File: src/rtl/fact_pkg.sv
// Shared types and constants for the factorial-engine arbiter.
package fact_pkg;

  typedef enum logic [1:0] {
    StIdle,
    StIssue,
    StWait,
    StResp
  } fact_state_e;

  localparam int unsigned FACT_MAX_N = 12;
  localparam int unsigned FACT_NW    = 4;
  localparam int unsigned FACT_OW    = 32;

endpackage

File: src/rtl/rr_picker.sv
// Combinational round-robin picker: first asserted request at or above ptr, wrapping modulo NREQ.
module rr_picker #(
  parameter int unsigned NREQ = 4,
  parameter int unsigned IW   = $clog2(NREQ)
) (
  input  logic [NREQ-1:0] req,
  input  logic [IW-1:0]   ptr,
  output logic            gnt_valid,
  output logic [IW-1:0]   gnt_idx
);

  logic [2*NREQ-1:0] req_dbl;
  logic [NREQ-1:0]   req_rot;
  int unsigned       sum;

  always_comb begin
    // Bit i of req_rot is requester (ptr + i) mod NREQ.
    req_dbl   = {req, req};
    req_rot   = NREQ'(req_dbl >> ptr);
    gnt_valid = 1'b0;
    gnt_idx   = '0;
    sum       = 0;
    for (int unsigned i = 0; i < NREQ; i++) begin
      if (!gnt_valid && req_rot[i]) begin
        gnt_valid = 1'b1;
        sum       = 32'(ptr) + i;
        if (sum >= NREQ) sum = sum - NREQ;
        gnt_idx   = IW'(sum);
      end
    end
  end

endmodule

File: src/rtl/fact_arbiter.sv
// Round-robin arbiter sharing one factorial engine; fast-rejects large operands and times out
// hung jobs.
module fact_arbiter
  import fact_pkg::*;
#(
  parameter int unsigned NREQ    = 4,
  parameter int unsigned TIMEOUT = 64
) (
  input  logic                    clk,
  input  logic                    rst,
  input  logic [NREQ-1:0]         req,
  input  logic [4*NREQ-1:0]       req_n,
  output logic [NREQ-1:0]         ack,
  output logic [FACT_OW-1:0]      rsp_out,
  output logic                    rsp_err,
  output logic [$clog2(NREQ)-1:0] rsp_id,
  output logic                    busy,
  output logic                    eng_go,
  output logic [FACT_NW-1:0]      eng_n,
  input  logic [FACT_OW-1:0]      eng_out,
  input  logic                    eng_done,
  input  logic                    eng_error
);

  localparam int unsigned IW = $clog2(NREQ);
  localparam int unsigned CW = $clog2(TIMEOUT);

  fact_state_e        state_q, state_d;
  logic [IW-1:0]      ptr_q, ptr_d;
  logic [CW-1:0]      cnt_q, cnt_d;
  logic [IW-1:0]      cur_id_q, cur_id_d;
  logic [FACT_NW-1:0] cur_n_q, cur_n_d;
  logic               eng_go_q, eng_go_d;
  logic [FACT_NW-1:0] eng_n_q, eng_n_d;
  logic [NREQ-1:0]    ack_q, ack_d;
  logic [FACT_OW-1:0] rsp_out_q, rsp_out_d;
  logic               rsp_err_q, rsp_err_d;
  logic [IW-1:0]      rsp_id_q, rsp_id_d;
  logic               busy_q, busy_d;

  logic               gnt_valid;
  logic [IW-1:0]      gnt_idx;
  logic [FACT_NW-1:0] pick_n;

  rr_picker #(
    .NREQ(NREQ),
    .IW  (IW)
  ) u_rr_picker (
    .req      (req),
    .ptr      (ptr_q),
    .gnt_valid(gnt_valid),
    .gnt_idx  (gnt_idx)
  );

  always_comb begin
    pick_n = '0;
    for (int unsigned i = 0; i < NREQ; i++) begin
      if (gnt_idx == IW'(i)) pick_n = req_n[FACT_NW*i +: FACT_NW];
    end
  end

  always_comb begin
    state_d   = state_q;
    ptr_d     = ptr_q;
    cnt_d     = cnt_q;
    cur_id_d  = cur_id_q;
    cur_n_d   = cur_n_q;
    eng_go_d  = 1'b0;
    eng_n_d   = eng_n_q;
    ack_d     = '0;
    rsp_out_d = rsp_out_q;
    rsp_err_d = rsp_err_q;
    rsp_id_d  = rsp_id_q;

    unique case (state_q)
      StIdle: begin
        if (gnt_valid) begin
          cur_id_d = gnt_idx;
          cur_n_d  = pick_n;
          ptr_d    = (gnt_idx == IW'(NREQ - 1)) ? '0 : gnt_idx + 1'b1;
          if (pick_n > FACT_NW'(FACT_MAX_N)) begin
            state_d   = StResp;
            ack_d     = NREQ'(1) << gnt_idx;
            rsp_out_d = '0;
            rsp_err_d = 1'b1;
            rsp_id_d  = gnt_idx;
          end else begin
            state_d  = StIssue;
            eng_go_d = 1'b1;
            eng_n_d  = pick_n;
          end
        end
      end
      StIssue: begin
        cnt_d   = '0;
        state_d = StWait;
      end
      StWait: begin
        cnt_d = cnt_q + 1'b1;
        // Error takes priority over done; a timeout only fires when the engine is silent.
        if (eng_error || eng_done || cnt_q == CW'(TIMEOUT - 1)) begin
          state_d   = StResp;
          ack_d     = NREQ'(1) << cur_id_q;
          rsp_id_d  = cur_id_q;
          rsp_err_d = eng_error || !eng_done;
          rsp_out_d = (!eng_error && eng_done) ? eng_out : '0;
        end
      end
      StResp: begin
        state_d = StIdle;
      end
      default: state_d = StIdle;
    endcase

    busy_d = (state_d != StIdle);
  end

  always_ff @(posedge clk or posedge rst) begin
    if (rst) begin
      state_q   <= StIdle;
      ptr_q     <= '0;
      cnt_q     <= '0;
      cur_id_q  <= '0;
      cur_n_q   <= '0;
      eng_go_q  <= 1'b0;
      eng_n_q   <= '0;
      ack_q     <= '0;
      rsp_out_q <= '0;
      rsp_err_q <= 1'b0;
      rsp_id_q  <= '0;
      busy_q    <= 1'b0;
    end else begin
      state_q   <= state_d;
      ptr_q     <= ptr_d;
      cnt_q     <= cnt_d;
      cur_id_q  <= cur_id_d;
      cur_n_q   <= cur_n_d;
      eng_go_q  <= eng_go_d;
      eng_n_q   <= eng_n_d;
      ack_q     <= ack_d;
      rsp_out_q <= rsp_out_d;
      rsp_err_q <= rsp_err_d;
      rsp_id_q  <= rsp_id_d;
      busy_q    <= busy_d;
    end
  end

  assign ack     = ack_q;
  assign rsp_out = rsp_out_q;
  assign rsp_err = rsp_err_q;
  assign rsp_id  = rsp_id_q;
  assign busy    = busy_q;
  assign eng_go  = eng_go_q;
  assign eng_n   = eng_n_q;

endmodule

File: config.mk
export PLATFORM = sky130hd
export DESIGN_NAME = fact_arbiter
export DESIGN_NICKNAME = d
export VERILOG_FILES = /design/src/rtl/fact_pkg.sv /design/src/rtl/rr_picker.sv /design/src/rtl/fact_arbiter.sv
export SDC_FILE = /design/constraint.sdc
export NUM_CORES = 1
export LEC_CHECK = 0
export ABC_AREA = 1
export BUFFER_PORTS_ARGS = -buffer_cell sky130_fd_sc_hd__buf_2
export CAP_MARGIN = 40
export CORE_MARGIN = 3
export CORE_UTILIZATION = 55
export CTS_BUF_LIST = sky130_fd_sc_hd__clkbuf_16
export CTS_CLUSTER_SIZE = 16
export DETAILED_ROUTE_END_ITERATION = 7
export GPL_TIMING_DRIVEN = 0
export PLACE_DENSITY = 0.86
export SYNTH_ARGS = -nofsm -noshare
export SYNTH_HDL_FRONTEND = slang
export SYNTH_HIERARCHICAL = 1
export SYNTH_SLANG_ARGS = --single-unit
File: constraint.sdc
create_clock -name clk -period 4.4 [get_ports clk]
set_input_delay 0.66 -clock clk [delete_from_list [all_inputs] [get_ports clk]]
set_output_delay 0.66 -clock clk [all_outputs]
set_load 0.02 [all_outputs]
==> flow_summary.toml <==
[sta]
min_period_ns = 2.93
clock.fmax_mhz = 342
slew_violations = 0
skew_ns = 0.00800
min_period_over_period_pct = 66.5
rsz0062_at_grt = "no"
max_slew.worst_pin.slew_ns = 0.461
setup_violations = 0
slew_headroom_pct = 69.2
finalHoldViolations = 0
timing.final.ws_setup_ns = 1.47
setup_tns_ns = 0

[global_route]
grt_max_degree = 40
first_global_vias = 2762
grt_usage_pct = 22.7
overflow = 0
grt_pass1_wl_um = 11900
antenna_found_initial = 0

[clock_tree]
cts_resized = 0
post_cts_buffers = 0
clock_latency_ns = 0.32
cts-buffers-inserted = 9
hold_buffers = 0
ctsHtreeMaxLevel = 3
clk_path_buf_depth = 2
cts.clk_slew.worst_paths_ns = 0.05
cts_tree = "built"
cts_num_sinks = 57
root_buffer = "clkbuf_16"

[setup_path]
path_class = "flip-flop to flip-flop"
arrival_ns = 3.19
end_kind = "flip-flop"
crit_top_cell = "nand2_1"
critical_path.slowest_cell = "dfrtp_1"
crit_fanout = 10
worst_ep_required_time_ns = 4.66
crit_chain = "buf_6 > nand2_1 > nand3_2 > nand2_4 > nor2_2 > a21oi_1 > nand3_1 > inv_1 > ha_1 > inv_2 > nor2_1 > nor2_1 > a21oi_2 > nand2_1 > nand3_2 > nand2_4 > nand2_4 > buf_6 > nand2_1 > nand2_1"
startpoint_type = "flip-flop"
crit_path_max_incr_delay_ns = 0.39

[logic_synthesis]
yosysTopAreaCellShare_pct = 44.4
synthMostInstantiatedCell = "nand2_1"
synth.distinct_cells = 31
syn_area_per_cell_um2 = 7.54
yosysTopAreaCell = "dfrtp_1"
ys_seq_area_share_pct = 44.4
async_flop_share_pct = 100
yosys_warnings = 6
synth_area_leaders = "dfrtp_1, nand2_1, nand3_1"
synth_edf_count = 0
ys_ff_latch = 57
netlist_area_um2 = 3210
synth_nets = 489
syn_inst = 426
synth_top_cells_by_count = "nand2_1, inv_1, dfrtp_1"
synth-main-ff-cell = "dfrtp_1"

[power_and_ir_drop]
leakagePower_uw = 0.00249
comb_power_share_pct = 57.1
intPower_uw = 1750
swShare_pct = 48.0
power_frac_seq_pct = 23.8
p_clk_share_pct = 19.1
ir_worst_vdd_uv = 414
power.switching_uw = 1620
power_density_nw_per_um2 = 824

[place]
portBuffers = 100
gp_congestion = 0.800
dp_slack_ns = 1.24
hpwl_um = 5640

[route]
drc_errors = 0
wl_um = 7570
drtIter0Drc = 247
antenna_left = 0
firstDrtPassIters = 4
routedWlPerCell_um = 12.3
via_per_inst = 5.06
vias = 3103

[layout]
drive_above_1_share_pct = 28.8
num_antenna_cells = 0
fin_util_pct = 73.5
area_delta_synth_final_pct = 27.6
fin_nets = 601

[floorplan]
ios = 101
core_area_um2 = 5570
initial_core_util_pct = 57.6
die_area_um2 = 6790
rows = 27
die_y_um = 82.4
die_w_um = 82.4

[hold_path]
hold_path_class = "primary input to asynchronous set/reset pin"

[status]
outcome = "complete, no violations"

[flow_run]
drv_cap = 0
==> area by class of cell <==
type	count	area [µm²]
plain buffers	17	105
flip-flops and latches	57	1430
fillers	416	1480
clock buffers	9	225
inverters	64	248
repair buffers	101	520
clock inverters	5	48.8
well taps	72	90.1
multi-input cells	288	1430
==> cell families after synthesis <==
group,after synthesis,share of synthesized area (%)
AND/OR/NAND/NOR,250,36.3
buffers and inverters,81,11.0
flip-flops,57,44.4
AO/OA/AOI/OAI,30,5.30
adder cells (fa/ha/maj),7,2.73
XOR/XNOR,1,0.273
==> final timing paths <==
| path | startpoint | to | slack, ns | depth (start not counted) |
|---|---|---|---|---|
| setup / recovery | ptr_q[0]$_DFFE_PP0P_ | rsp_out[12]$_DFFE_PP0P_ | 1.47 | 20 |
| hold / removal | rst | rsp_out[6]$_DFFE_PP0P_ | 0.35 | 2 |
| setup reg to reg | ptr_q[0]$_DFFE_PP0P_ | rsp_out[12]$_DFFE_PP0P_ | 1.47 | 20 |
| hold reg to reg | rsp_out[18]$_DFFE_PP0P_ | rsp_out[18]$_DFFE_PP0P_ | 0.46 | 2 |
| max in group asynchronous | rst | cur_id_q[1]$_DFFE_PP0P_ | 3.49 | 3 |
| min in group clk | rsp_out[18]$_DFFE_PP0P_ | rsp_out[18]$_DFFE_PP0P_ | 0.46 | 2 |
==> stage by stage <==
stage	cells	area [µm²]	hold slack [ns]	power, µW
CTS	613	4100	0.353	3380
floorplan	426	3210	0.450	2240
global route	613	4100	0.372	3640
detailed placement	599	3820	0.454	2720
finish	613	4100	0.349	3370
global placement	598	3800	0.448	2650
==> registers in the layout (all words and copies together), names as in the netlist <==
name and flops:
ptr_q 2, ack 4, state_q 2, rsp_err 1, eng_n 4, cnt_q 6
rsp_id 2, busy 1, cur_id_q 2, rsp_out 32, eng_go 1
==> placed cells by master, fill, tap and decap left out, types with 7 or more instances in the layout <==
cell type  count
a21oi_1       12
buf_2        106
clkbuf_16      9
dfrtp_1       57
ha_1           7
inv_1         57
nand2_1      123
nand2_4        7
nand3_1       44
nand4_1       10
nor2_1        44
o21ai_0       12
==> power groups by stage <==
stage	Clock, µW	Combinational [µW]	Sequential [µW]
floorplan	0	1280	969
global placement	0	1850	801
detailed placement	0	1910	808
CTS	655	1930	801
global route	677	2140	823
finish	644	1930	802
==> per-layer routing <==
layer | GRT usage, % | vias up | part of all wire (%)
li1 | - | 1549 | -
met1 | 28.1 | 1434 | 42
met4 | 10.8 | 0 | 2.4
met5 | 0 | - | 0
met3 | 5.21 | 19 | 6.5
met2 | 37.2 | 101 | 49
==> critical path: cells and delay by family (launching register included) <==
kind | cells | cell delay, ns
simple gates | 13 | 1.28
compound gates | 2 | 0.31
flops | 1 | 0.39
buf+inv | 4 | 0.56
fa+ha+maj | 1 | 0.29
(Power assumes the default switching activity.)
